[config.mk]
export PLATFORM = sky130hd
export DESIGN_NAME = opc_intctl
export DESIGN_NICKNAME = d
export VERILOG_FILES = /design/src/rtl/opc_intctl.sv
export SDC_FILE = /design/constraint.sdc
export NUM_CORES = 1
export LEC_CHECK = 0
export BUFFER_PORTS_ARGS = -buffer_cell sky130_fd_sc_hd__buf_2
export CORE_ASPECT_RATIO = 1.75
export CORE_MARGIN = 2
export CORE_UTILIZATION = 51
export DETAILED_ROUTE_END_ITERATION = 8
export GPL_TIMING_DRIVEN = 0
export HOLD_SLACK_MARGIN = 0.12
export PLACE_DENSITY = 0.85
export SYNTH_ARGS = -nofsm -noshare
export SYNTH_HDL_FRONTEND = slang
export SYNTH_SLANG_ARGS = --single-unit
[constraint.sdc]
create_clock -name clk -period 3 [get_ports clk]
set_clock_uncertainty 0.2 [all_clocks]
set_input_delay 0.3 -clock clk [delete_from_list [all_inputs] [get_ports clk]]
set_output_delay 0.3 -clock clk [all_outputs]
set_load 0.02 [all_outputs]
[src/rtl/opc_intctl.sv]
// ---------------------------------------------------------------------------
// opc_intctl -- vectored, prioritised interrupt controller for the OPC CPUs.
//
// Sits on the CPU data bus as an 8-word memory-mapped slave. NCHAN interrupt
// sources are synchronised, latched into PEND (edge or level per channel),
// masked, and arbitrated with channel 0 highest. Nested preemption is allowed
// only by channels of strictly higher priority than the highest in-service
// channel. The winner drives an active-low request and a handler vector.
//
// Ports
//   clk      in   system clock
//   reset_b  in   synchronous active-low reset (acts regardless of clken)
//   clken    in   clock enable; all state holds while low
//   irq      in   [NCHAN]  asynchronous interrupt sources, active high
//   address  in   [WIDTH]  CPU bus address
//   din      in   [WIDTH]  CPU write data
//   rnw      in   1 = read, 0 = write
//   vda      in   valid data address strobe
//   dout     out  [WIDTH]  read data, 0 when not selected (OR-able onto bus)
//   sel      out  register block addressed this cycle
//   int_b    out  registered active-low interrupt request
//   vector   out  [WIDTH]  VEC_BASE + id*VEC_STRIDE for the current winner
//
// Register map (address[2:0]):
//   0 PEND   R, W1C on edge channels     4 EOI    W, retire top in-service
//   1 MASK   R/W, 1 = enabled            5 INSVC  R
//   2 MODE   R/W, 1 = edge, 0 = level    6 VECTOR R
//   3 ID     R, {valid, id}; reading claims the winner      7 reserved
// ---------------------------------------------------------------------------
module opc_intctl #(
  parameter int               WIDTH      = 24,
  parameter int               NCHAN      = 8,
  parameter logic [WIDTH-1:0] BASE       = 24'hFFFF00,
  parameter logic [WIDTH-1:0] VEC_BASE   = 24'h000010,
  parameter int               VEC_STRIDE = 2
) (
  input  logic             clk,
  input  logic             reset_b,
  input  logic             clken,
  input  logic [NCHAN-1:0] irq,
  input  logic [WIDTH-1:0] address,
  input  logic [WIDTH-1:0] din,
  input  logic             rnw,
  input  logic             vda,
  output logic [WIDTH-1:0] dout,
  output logic             sel,
  output logic             int_b,
  output logic [WIDTH-1:0] vector
);

  localparam int ID_W = (NCHAN > 1) ? $clog2(NCHAN) : 1;

  typedef enum logic [2:0] {
    REG_PEND   = 3'd0,
    REG_MASK   = 3'd1,
    REG_MODE   = 3'd2,
    REG_ID     = 3'd3,
    REG_EOI    = 3'd4,
    REG_INSVC  = 3'd5,
    REG_VECTOR = 3'd6,
    REG_NONE   = 3'd7
  } reg_e;

  logic [NCHAN-1:0] sync1, sync2, prev;
  logic [NCHAN-1:0] pend, mask, mode, insvc;
  logic [NCHAN-1:0] rise, allowed, cand, claim_set, eoi_clr, w1c_bits, pend_edge;
  logic [ID_W-1:0]  win_id;
  logic             valid;
  reg_e             reg_sel;
  logic             wr_en, claim, eoi;
  logic [WIDTH-1:0] id_word;
  logic             unused_din;

  assign sel     = vda && (address[WIDTH-1:3] == BASE[WIDTH-1:3]);
  assign reg_sel = reg_e'(address[2:0]);
  assign wr_en   = sel && !rnw && clken;
  assign claim   = sel && rnw && clken && (reg_sel == REG_ID) && valid;
  assign eoi     = wr_en && (reg_sel == REG_EOI);

  // Only the low NCHAN data bits carry channel information.
  assign unused_din = &{1'b0, din[WIDTH-1:NCHAN]};

  assign rise = sync2 & ~prev;

  // Channels strictly above the highest-priority in-service channel: the
  // bits below the lowest set INSVC bit (all ones when INSVC is empty).
  assign allowed = ~insvc & (insvc - 1'b1);
  assign cand    = pend & mask & allowed;
  assign valid   = |cand;

  // Isolate the lowest set bit: winner to claim, top in-service to retire.
  assign claim_set = claim ? (cand & (~cand + 1'b1)) : '0;
  assign eoi_clr   = eoi ? (insvc & (~insvc + 1'b1)) : '0;

  assign w1c_bits  = (wr_en && (reg_sel == REG_PEND)) ? din[NCHAN-1:0] : '0;
  // A fresh edge is OR-ed in last so it survives a same-cycle W1C or claim.
  assign pend_edge = (pend & ~w1c_bits & ~claim_set) | rise;

  // NOTE: every variable assigned in always_comb gets a default first, so no
  // path leaves it unassigned and no latch is inferred.
  always_comb begin
    win_id = '0;
    for (int i = NCHAN - 1; i >= 0; i--) begin
      if (cand[i]) win_id = ID_W'(i);
    end
  end

  always_comb begin
    id_word            = '0;
    id_word[WIDTH-1]   = valid;
    id_word[ID_W-1:0]  = win_id;
  end

  assign vector = VEC_BASE + WIDTH'(win_id) * WIDTH'(VEC_STRIDE);

  always_comb begin
    dout = '0;
    if (sel) begin
      case (reg_sel)
        REG_PEND:   dout = WIDTH'(pend);
        REG_MASK:   dout = WIDTH'(mask);
        REG_MODE:   dout = WIDTH'(mode);
        REG_ID:     dout = id_word;
        REG_INSVC:  dout = WIDTH'(insvc);
        REG_VECTOR: dout = vector;
        default:    dout = '0;
      endcase
    end
  end

  // NOTE: sequential state uses non-blocking assignments so every flop samples
  // the pre-edge values (the sync1 -> sync2 -> prev chain depends on it).
  always_ff @(posedge clk) begin
    if (!reset_b) begin
      sync1 <= '0;
      sync2 <= '0;
      prev  <= '0;
      pend  <= '0;
      mask  <= '0;
      mode  <= '0;
      insvc <= '0;
      int_b <= 1'b1;
    end else if (clken) begin
      sync1 <= irq;
      sync2 <= sync1;
      prev  <= sync2;
      // Edge channels latch; level channels follow the synchronised input.
      pend  <= (mode & pend_edge) | (~mode & sync2);
      insvc <= (insvc & ~eoi_clr) | claim_set;
      if (wr_en && (reg_sel == REG_MASK)) mask <= din[NCHAN-1:0];
      if (wr_en && (reg_sel == REG_MODE)) mode <= din[NCHAN-1:0];
      int_b <= ~valid;
    end
  end

endmodule

## After elaboration in Yosys (flattened, before gate mapping)

Cells that the tools add are included.

- Flip-flop bits (word level): 57
- Input bits: 61
- Output and inout port bits: 50
- Logic and storage cells: 70

- Add/subtract/negate cells: 4
- Eq/ne operators: 7
- Mux-type cells: 13
- Bitwise operators: 22
- Reduce and logical (&&, ||, !) cells: 16

Operator list:

| operator | count |
|---|---|
| 24-bit case mux with 6 select lines | 1 |
| 8-bit AND | 11 |
| 8-bit inverter | 7 |
| 24-bit 2-to-1 mux | 1 |
| 3-bit 2-to-1 mux | 8 |
| 8-bit 2-to-1 mux | 3 |
| 8-bit bitwise OR | 3 |
| 21-bit == test (second input constant) | 1 |
| 8-bit by 1-bit adder with 8-bit output (second input constant) | 2 |
| 1-bit logical AND | 11 |
| 3-bit == test (second input constant) | 3 |
| 8-bit OR reduction | 1 |
| 8-bit by 1-bit subtractor with 8-bit output (second input constant) | 1 |
| 5-bit by 4-bit adder with 6-bit output (first input constant) | 1 |
| 3-bit by 2-bit == test with 1-bit output (second input constant) | 2 |
| 2-bit AND reduction | 2 |
| 3-bit by 1-bit == test with 1-bit output (second input constant) | 1 |
| 3-bit zero test | 1 |
| 1-bit zero test | 1 |
| 1-bit inverter | 1 |

## Logic depth before layout (Yosys ltp)

Gate-level depths: netlist of run 1.

- Depth in word-level cells: 14
- Depth in mapped cells: 9
- Depth with buffers taken out: 7

## Least setup slack after synthesis of run 1

OpenSTA, ideal clock, no wires.

- Path kind: register to output
- Start: register insvc[0]
- End: output port dout[1]
- Arrival: 2.482 ns
- Slack: 0.018 ns
- Stages on the path, launching flop included: 7
- Cell sequence: dfxtp_1 -> nor4_1 -> nand2b_1 -> or3_1 -> a21boi_0 -> nand2_1 -> a31oi_1

- Cells in the longest elaborated chain, start to end: 14

RTL lines:

| element | line | RTL |
|---|---|---|
| start: declaration | 65 | `logic [NCHAN-1:0] pend, mask, mode, insvc;` |
| start signal: assignment | 149 | `insvc <= (insvc & ~eoi_clr) \| claim_set;` |
| 8-bit by 1-bit subtractor with 8-bit output | 87 | `assign allowed = ~insvc & (insvc - 1'b1);` |
| 8-bit AND (*) | 87 |  |
| 8-bit AND (*) | 88 | `assign cand = pend & mask & allowed;` |
| 3-bit 2-to-1 mux (7 in series) | 104 | `if (cand[i]) win_id = ID_W'(i);` |
| 3-bit 2-to-1 mux (*) | 104 |  |
| 5-bit by 4-bit adder with 6-bit output | 114 | `assign vector = VEC_BASE + WIDTH'(win_id) * WIDTH'(VEC_STRIDE);` |
| 24-bit case mux with 6 select lines (*) | 119 | `case (reg_sel)` |
| 24-bit 2-to-1 mux (*) | 118 | `if (sel) begin` |
| end: declaration | 45 | `output logic [WIDTH-1:0] dout,` |

Every way passes the cells marked *; elsewhere a longest branch is shown, timed or not.

## Final worst setup path of run 1

Ends and elaborated chain as after synthesis.

==> impl_metrics.ini, run 1 <==
[detailed_routing]
final_antenna_net_count = 0
route.detailed.drc = 0
num_vias = 3397
first_pass_iters = 5
drtIter0Drc = 239
vias_per_cell = 5.43
route.final.wire_length_um = 9160
routedWlPerCell_um = 14.6

[critical_path]
startpoint = insvc[0]
reg2reg_from = insvc[0]
cp-end-kind = output port
worstSetupPathType = reg -> out
arrival_ps = 2380
cp_data_required_time_ps = 2500
path_max_fanout = 8
critPathLaunchType = flip-flop

[yosys]
ys_types = 52
syn_area_um2 = 3330
synth_top_cell_area_share_pct = 34.3
synth_top_flop_cell = dfxtp_1
syn_inst = 420
synthArstFlopShare_pct = 0
synth_edf_count = 0
yosys_warnings = 0
synth_area_leaders = dfxtp_1 34%, mux2i_1 9.6%, buf_4 8.3%
yosysSeqAreaShare_pct = 34.3
synth_top_area_cell = dfxtp_1
ys_ff_latch = 57
syn_area_per_cell_um2 = 7.92

[layout]
mostFrequentLayoutCells = 60 x buf_2, 57 x dfxtp_1, 54 x nand2_1
finish.instance_area_um2 = 4390
syn_to_final_growth_pct = 32.0
post_route_cells_drive_above_1_share_pct = 23.7
stdcell_count = 626
fin_util_pct = 68.2
final_nets = 600
final_common_cell = buf_2
insertedDiodeCount = 0

[placed_design]
port-buffer-count = 57
gp_congestion = 0.892
dp_hpwl_um = 6950
dpl_cell_area_um2 = 3840
placedCellCount = 593

[floorplan]
start_util_pct = 51.7
dieArea_um2 = 7210
io_pins = 111
die_y_um = 111
rows = 39
coreArea_um2 = 6440
die_w_um = 65.1

[run_status]
status = finished clean

[timing]
setup_viol = 0
hold_violations = 0
timing.fmax_mhz = 347
finalMaxSlewViolations = 0
finalCritPeriodShare_pct = 96.0
max_slew_margin_pct = 49.1
tightestPinTransition_ps = 763
layout_min_cycle_time_ps = 2880

[power]
leakagePower_nw = 1.95
peakVddDrop_mv = 0.528
p_total_w = 0.00219
p_per_area_nw_per_um2 = 499

[global_route]
top_usage_layer = met2
use_met3_pct = 4.57
met2_usage_pct = 49.5
first_global_vias = 3351
grt_antenna_before_repair = 0
grt_usage_pct = 26.4
grt_overflow = 0
grt_pass1_wl_um = 15100
grt_max_degree = 11
gr-usage-met1_pct = 25.8

[clock_network]
cts_max_level = 3
clockRootBuffer = clkbuf_16
clock_path_buffers = 2
clock_sinks = 57
clkLatencyLatePin_ps = 330
cts_tree = done
cts_made_buffers = 9
cts.clk_slew.worst_paths_ps = 50

[worst_hold_path]
worstHoldStart = rnw
hold_class = in -> reg

[job]
maxCapViolCount = 0
==> layout make-up <==
type / count / area [um^2]
sequential: 57 / 1140
clock buffer: 10 / 239
clock inverter: 6 / 105
fill: 549 / 2050
timing repair buffer: 74 / 453
multi-input combinational: 333 / 1960
buffer: 59 / 372
tap: 82 / 103
inverter: 5 / 20.0
==> critical path, cell delays in order, from the launching register on <==
cell	delay, ps
dfxtp_1	400
nor4_4	360
nand2b_1	130
or3_1	440
a21boi_0	260
nand2_1	90
a31oi_1	180
buf_2	190
==> metrics by stage <==
step / hold slack (ps) / setup TNS [ps] / setup WS, ps
2_1_floorplan: 230 / 0 / 18.1
3_3_place_gp: 258 / 0 / 163
3_5_place_dp: 279 / 0 / 185
4_1_cts: 211 / 0 / 59.7
5_1_grt: 260 / -3.19 / -3.19
6_report: 223 / 0 / 121
==> repair_timing <==
| item | in CTS | in global routing |
|---|---|---|
| setup buffers | 1 | 0 |
| hold buffers | 16 | 0 |
| pin swaps | 0 | 1 |
| resized for setup | 1 | 4 |
| hold endpoints to repair | 24 | 0 |
| endpoints found under the setup margin | 2 | 3 |
==> cells by family (layout without fill, tap and decap cells) <==
family | after synthesis | after routing | synth area share, %
AND/OR/NAND/NOR | 178 | 178 | 27.8
buffers and inverters | 64 | 154 | 11.8
flip-flops | 57 | 57 | 34.3
AO/OA/AOI/OAI | 87 | 87 | 16.3
multiplexers | 32 | 32 | 9.62
other | 2 | 36 | 0.226
==> Yosys cell counts (2+ instances only) <==
| master | n |
|---|---|
| dfxtp_1 | 57 |
| nand2_1 | 54 |
| buf_4 | 37 |
| mux2i_1 | 32 |
| nand3_1 | 32 |
| nor2_1 | 30 |
| nor2b_1 | 26 |
| o21ai_0 | 26 |
| a21oi_1 | 22 |
| clkbuf_1 | 16 |
| a31oi_1 | 9 |
| nand4_1 | 7 |
| a21o_1 | 4 |
| and2_1 | 4 |
| inv_1 | 4 |
| nand3b_1 | 4 |
| a21boi_0 | 3 |
| and3_1 | 3 |
| buf_2 | 3 |
| o21a_1 | 3 |
| o31ai_1 | 3 |
| or2_2 | 3 |
| a211oi_1 | 2 |
| a31o_2 | 2 |
| and4_1 | 2 |
| buf_1 | 2 |
| conb_1 | 2 |
| nor3_1 | 2 |
| o41ai_1 | 2 |
| or3_1 | 2 |
==> final timing paths <==
kind	end	slack [ps]	cells after the start
min reg2reg	mask[5]	290	2
min	insvc[1]	220	5
max reg2reg	pend[4]	650	6
max	dout[1]	120	7
==> flip-flops by register name, summed over array words and instances, names as in the netlist <==
| name | cells |
|---|---|
| insvc | 8 |
| int_b | 1 |
| mask | 8 |
| mode | 8 |
| pend | 8 |
| prev | 8 |
| sync1 | 8 |
| sync2 | 8 |
==> routing by layer <==
metal	part of all wire [%]	vias up
met3	6.2	35
met5	0	-
li1	-	1645
met4	4.2	0
met2	55	160
met1	35	1557
==> where the power goes <==
part	switching (W)	internal, W	total (W)
combinational	0.000130	0.000106	0.000237
sequential	0.0000126	0.000775	0.000788
clock	0.000341	0.000827	0.00117
total	0.000484	0.00171	0.00219
No activity file was read; power rests on OpenSTA's default activity.
==> inputs of run 2 (changes only) <==
--- a/config.mk
+++ b/config.mk
@@ -7,12 +7,13 @@
 export LEC_CHECK = 0
 export BUFFER_PORTS_ARGS = -buffer_cell sky130_fd_sc_hd__buf_2
 export CORE_ASPECT_RATIO = 1.75
-export CORE_MARGIN = 2
+export CORE_MARGIN = 5
 export CORE_UTILIZATION = 51
 export DETAILED_ROUTE_END_ITERATION = 8
 export GPL_TIMING_DRIVEN = 0
 export HOLD_SLACK_MARGIN = 0.12
 export PLACE_DENSITY = 0.85
+export REMOVE_ABC_BUFFERS = 1
 export SYNTH_ARGS = -nofsm -noshare
 export SYNTH_HDL_FRONTEND = slang
 export SYNTH_SLANG_ARGS = --single-unit
==> run 2 against run 1 <==
Compared with the run above:
- routed wire length down 9.4%
- highest routed layer unchanged
- largest cell class unchanged
- sequential share of layout area is 2.9 points higher
- final cell count fell by 8.8%
- die area up 15%
- via count is 9.1% lower
- worst hold slack better by 12 ps
==> impl_metrics.ini, run 2 (synthesized netlist as in run 1, its figures left out) <==
[critical_path]
worstSetupPathType = reg -> out
worstPathCellList = or2_2 -> nor3_2 -> nor2_1 -> a21oi_1 -> o22ai_1 -> a21oi_1 -> buf_2
cp_data_required_time_ps = 2500
critPathSlowestCell = dfxtp_1
worstReg2RegEnd = pend[4]
cp-end-kind = output port
cp-endpoint = dout[2]
path_max_fanout = 8
critPathLaunchType = flip-flop
reg2reg_depth = 6
cp_common_cell = a21oi_1
arrival_ps = 2350
max_stage_delay_ps = 400
regToRegSetupSlack_ps = 690
startpoint = insvc[0]
reg2reg_from = insvc[0]

[detailed_routing]
vias_per_cell = 5.41
final_antenna_net_count = 0
route.final.wire_length_um = 8290
route.detailed.drc = 0
drtIter0Drc = 197
first_pass_iters = 5
routedWlPerCell_um = 14.5
num_vias = 3088

[timing]
layout_min_cycle_time_ps = 2850
setup_viol = 0
max_slew_margin_pct = 26.9
hold_violations = 0
finalCritPeriodShare_pct = 94.9
whs_ps = 235
tightestPinTransition_ps = 1100
fin_setup_tns_ps = 0
finalMaxSlewViolations = 0
timing.fmax_mhz = 351
fin_ws_ps = 152

[layout]
post_route_cells_drive_above_1_share_pct = 18.0
syn_to_final_growth_pct = 18.9
final_nets = 545
insertedDiodeCount = 0
mostFrequentLayoutCells = 58 x buf_2, 57 x dfxtp_1, 54 x nand2_1
fin_util_pct = 61.4
nFillCells = 597
final_common_cell = buf_2

[floorplan]
die_w_um = 71.1
dieArea_um2 = 8310
coreArea_um2 = 6440
start_util_pct = 51.7
die_y_um = 117
io_pins = 111
rows = 39

[clock_network]
clock_path_buffers = 2
clock_sinks = 57
clockRootBuffer = clkbuf_16
cts_max_level = 3
cts_made_buffers = 9
cts_tree = done
clkLatencyLatePin_ps = 330
cts.clk_slew.worst_paths_ps = 50

[global_route]
grt_overflow = 0
first_global_vias = 2939
grt_max_degree = 72
grt_antenna_before_repair = 0
grt_pass1_wl_um = 13300
grt_usage_pct = 20.2

[power]
p_total_w = 0.00185
peakVddDrop_mv = 0.431
leakagePower_nw = 1.68
p_per_area_nw_per_um2 = 468

[job]
maxCapViolCount = 0

[placed_design]
port-buffer-count = 58
pre_cts_slack_ps = 248
gp_congestion = 0.902
dp_hpwl_um = 5760

[run_status]
status = finished clean

[worst_hold_path]
hold_class = in -> reg
==> run 2: changes by cell type in the layout (fill, tap and decap cells not counted), moves of 2 or more <==
cell / before / now
buf_4: 38 / 4
clkbuf_1: 16 / 4
bufinv_16: 3 / 0
buf_1: 2 / 0
buf_2: 60 / 58
==> run 2: repair_timing <==
item                       4_1_cts  5_1_grt
hold endpoints to repair        26        0
setup endpoints to repair        2        3
pin swaps                        0        1
buffers inserted                 0        4
resized for setup                1        4
gates cloned                     0        0
hold buffers                    16        0
==> run 2: worst min path at each step <==
stage               startpoint  endpoint  slack [ps]  depth (start not counted)
finish                     rnw  insvc[1]         240                          5
global route               rnw  insvc[1]         290                          5
CTS                        rnw  insvc[1]         240                          5
detailed placement     mask[5]   mask[5]         280                          2
global placement       mask[2]   mask[2]         260                          2
floorplan              reset_b     int_b         160                          1
==> run 2: final cells by class <==
| type | instances | area [um^2] | share of cell area [%] |
|---|---|---|---|
| Clock inverter | 3 | 17.5 | 0.443 |
| Inverter | 5 | 20.0 | 0.506 |
| Multi-Input combinational cell | 333 | 1950 | 49.4 |
| Timing Repair Buffer | 78 | 480 | 12.1 |
| Tap cell | 82 | 103 | 2.59 |
| Clock buffer | 13 | 240 | 6.07 |
| Sequential cell | 57 | 1140 | 28.8 |
==> run 2: routing by layer <==
layer / track usage, % / share of wire, %
met1: 20.6 / 38
met4: 11.8 / 2.8
met5: 0 / 0
met3: 5.21 / 7.0
met2: 36.9 / 52
==> run 2: report_power, final <==
group          switching (W)  internal (W)
sequential         0.0000117      0.000776
combinational       0.000116     0.0000712
clock               0.000325      0.000553
==> run 2: critical path, delay by kind of cell (launching register included) <==
kind / cells / cell delay, ps
DFF: 1 / 400
and+or+nand+nor: 3 / 910
buffers and inverters: 1 / 190
AOI/OAI and AO/OA: 3 / 510
==> run 2: through the flow <==
step | instance area [um^2] | instances
2_1_floorplan | 3080 | 395
5_1_grt | 3960 | 571
4_1_cts | 3900 | 567
3_3_place_gp | 3480 | 535
3_5_place_dp | 3480 | 535
6_report | 3960 | 571
==> inputs of run 3 (changes only) <==
--- a/config.mk
+++ b/config.mk
@@ -7,12 +7,11 @@
 export LEC_CHECK = 0
 export BUFFER_PORTS_ARGS = -buffer_cell sky130_fd_sc_hd__buf_2
 export CORE_ASPECT_RATIO = 1.75
-export CORE_MARGIN = 5
-export CORE_UTILIZATION = 51
+export CORE_UTILIZATION = 40
 export DETAILED_ROUTE_END_ITERATION = 8
 export GPL_TIMING_DRIVEN = 0
 export HOLD_SLACK_MARGIN = 0.12
-export PLACE_DENSITY = 0.85
+export PLACE_DENSITY = 0.7
 export REMOVE_ABC_BUFFERS = 1
 export SYNTH_ARGS = -nofsm -noshare
 export SYNTH_HDL_FRONTEND = slang
==> constraint.sdc (replaced) <==
create_clock -name clk -period 3 [get_ports clk]
set_clock_uncertainty 0.2 [all_clocks]
set_input_delay 0.6 -clock clk [delete_from_list [all_inputs] [get_ports clk]]
set_output_delay 0.6 -clock clk [all_outputs]
set_load 0.02 [all_outputs]
==> run 3 against run 2 <==
Compared with the run above:
- first-iteration DRC count is 9.6% higher
- largest cell class unchanged
- clock power rose by 4.7%
- the run now ends with design-rule violations left
- utilization shrank 12 points
- critical path type unchanged
- largest power group unchanged
- fmax shrank 4.8%
- setup slack lost 140 ps
- routed wire length grew 1.3%
- critical endpoint is now dout[1]
- total power increased by 1.8%
==> impl_metrics.ini, run 3 (synthesized netlist as in run 1, its figures left out) <==
[layout]
post_route_cells_drive_above_1_share_pct = 23.8
final_common_cell = nand2_1
syn_to_final_growth_pct = 19.4
stdcell_count = 570
mostFrequentLayoutCells = 54 x nand2_1, 53 x buf_2, 51 x dfxtp_1
insertedDiodeCount = 0
final_nets = 539

[critical_path]
arrival_ps = 2190
worstPathCellList = nor4_4 -> nand2b_1 -> and2_4 -> o41ai_4 -> nand3_1 -> a31oi_1 -> buf_4
critPathLaunchType = flip-flop
cp_data_required_time_ps = 2200
cp-end-kind = output port
max_stage_delay_ps = 340
regToRegSetupSlack_ps = 800
reg2reg_from = insvc[3]
reg2reg_depth = 6
worstReg2RegEnd = pend[4]
worstSetupPathType = reg -> out
critPathSlowestCell = dfxtp_4
crit_family = simple AND/OR/NAND/NOR gates
path_buf_inv = 1
path_max_fanout = 5

[timing]
max_slew_margin_pct = 25.4
layout_min_cycle_time_ps = 2990
fin_ws_ps = 7.64
rsz0062_at_grt = yes
hold_violations = 0
tightestPinTransition_ps = 1120
finalMaxSlewViolations = 0
finalCritPeriodShare_pct = 99.7
whs_ps = 274
setup_viol = 0
timing.fmax_mhz = 334

[floorplan]
coreArea_um2 = 8020
dieArea_um2 = 8700
die_w_um = 71.0
rows = 43
die_y_um = 123
start_util_pct = 41.5
io_pins = 111

[power]
pwr-share-seq_pct = 41.7
switchingPower_w = 0.000439
clkPwrFrac_pct = 48.8
comb_power_share_pct = 9.5
peakVddDrop_mv = 0.257
swShare_pct = 23.3
leakagePower_nw = 1.70
p_int_w = 0.00145
p_per_area_nw_per_um2 = 475

[placed_design]
dp_hpwl_um = 5670
port-buffer-count = 58
placedCellCount = 543
pre_cts_slack_ps = -469
gp_congestion = 0.877

[clock_network]
clkLatencyLatePin_ps = 330
clock_sinks = 57
cts_max_level = 3
clock_path_buffers = 2
cts_made_buffers = 9
cts_tree = done
cts.clk_slew.worst_paths_ps = 50
holdBufCountCts = 0
clockRootBuffer = clkbuf_16

[detailed_routing]
route.detailed.drc = 22
drtIter0Drc = 216
routedWlPerCell_um = 14.7
vias_per_cell = 5.39
route.final.wire_length_um = 8400
num_vias = 3072
final_antenna_net_count = 0
first_pass_iters = 7

[job]
maxCapViolCount = 0

[global_route]
grt_antenna_before_repair = 0
use_met3_pct = 5.83
grt_usage_pct = 21.0
top_usage_layer = met2
gr-usage-met1_pct = 22.2
grt_pass1_wl_um = 13900
met2_usage_pct = 36.5
grt_overflow = 0
grt_max_degree = 72
first_global_vias = 2819

[worst_hold_path]
min_to = mask[2]
worstHoldPathCells = 2
hold_class = reg -> reg
worstHoldStart = mask[2]

[run_status]
violations = design-rule violations
status = finished, violations left
-- run 3: how the worst max path moves through the flow --
stage | from | endpoint | slack, ps | cells past startpoint
6_report | insvc[3] | dout[1] | 8 | 7
2_1_floorplan | insvc[0] | dout[1] | -280 | 6
3_3_place_gp | address[0] | dout[2] | -430 | 7
3_5_place_dp | address[1] | dout[2] | -470 | 7
5_1_grt | insvc[3] | dout[1] | -90 | 7
4_1_cts | pend[6] | dout[1] | -6 | 7
-- run 3: area by class of cell --
| cell class | count | area (um^2) |
|---|---|---|
| Inverter | 5 | 23.8 |
| Fill cell | 778 | 4040 |
| Sequential cell | 57 | 1150 |
| Clock buffer | 13 | 270 |
| Timing Repair Buffer | 72 | 408 |
| Multi-Input combinational cell | 333 | 2010 |
| Tap cell | 90 | 113 |
-- run 3: repair_timing --
item	4_1_cts	5_1_grt
setup buffers	6	8
setup endpoints to repair	11	4
pin swaps	4	6
cloned	0	0
gates resized for setup	18	13
endpoints found under the hold margin	0	0
-- run 3: metal layers --
| layer | vias up | wire length, um |
|---|---|---|
| met5 | - | 0 |
| met4 | 0 | 250 |
| met3 | 20 | 567 |
| li1 | 1519 | - |
| met1 | 1410 | 3180 |
| met2 | 123 | 4400 |
-- run 3: power groups by stage --
stage	sequential, W	combinational (W)	clock, W
3_5_place_dp	0.000801	0.000171	0
4_1_cts	0.000787	0.000175	0.000946
3_3_place_gp	0.000801	0.000168	0
6_report	0.000787	0.000179	0.000920
2_1_floorplan	0.000798	0.0000942	0
5_1_grt	0.000788	0.000197	0.000983
-- run 3: metrics by stage --
stage | total power (W) | TNS [ps] | area [um^2] | utilization (%)
floorplan | 0.000892 | -282 | 3080 | -
global placement | 0.000968 | -2870 | 3490 | 43.5
finish | 0.00189 | 0 | 3970 | 49.6
global route | 0.00197 | -203 | 3970 | 49.6
detailed placement | 0.000973 | -3740 | 3490 | 43.5
CTS | 0.00191 | -5.69 | 3870 | 48.3
-- run 3: worst register-to-register path, cell delays in order (launching register included) --
cell	delay [ps]
dfxtp_4	340
nor4_4	300
nand2b_1	190
buf_4	180
nor4b_4	470
nand3_1	190
a22o_1	230
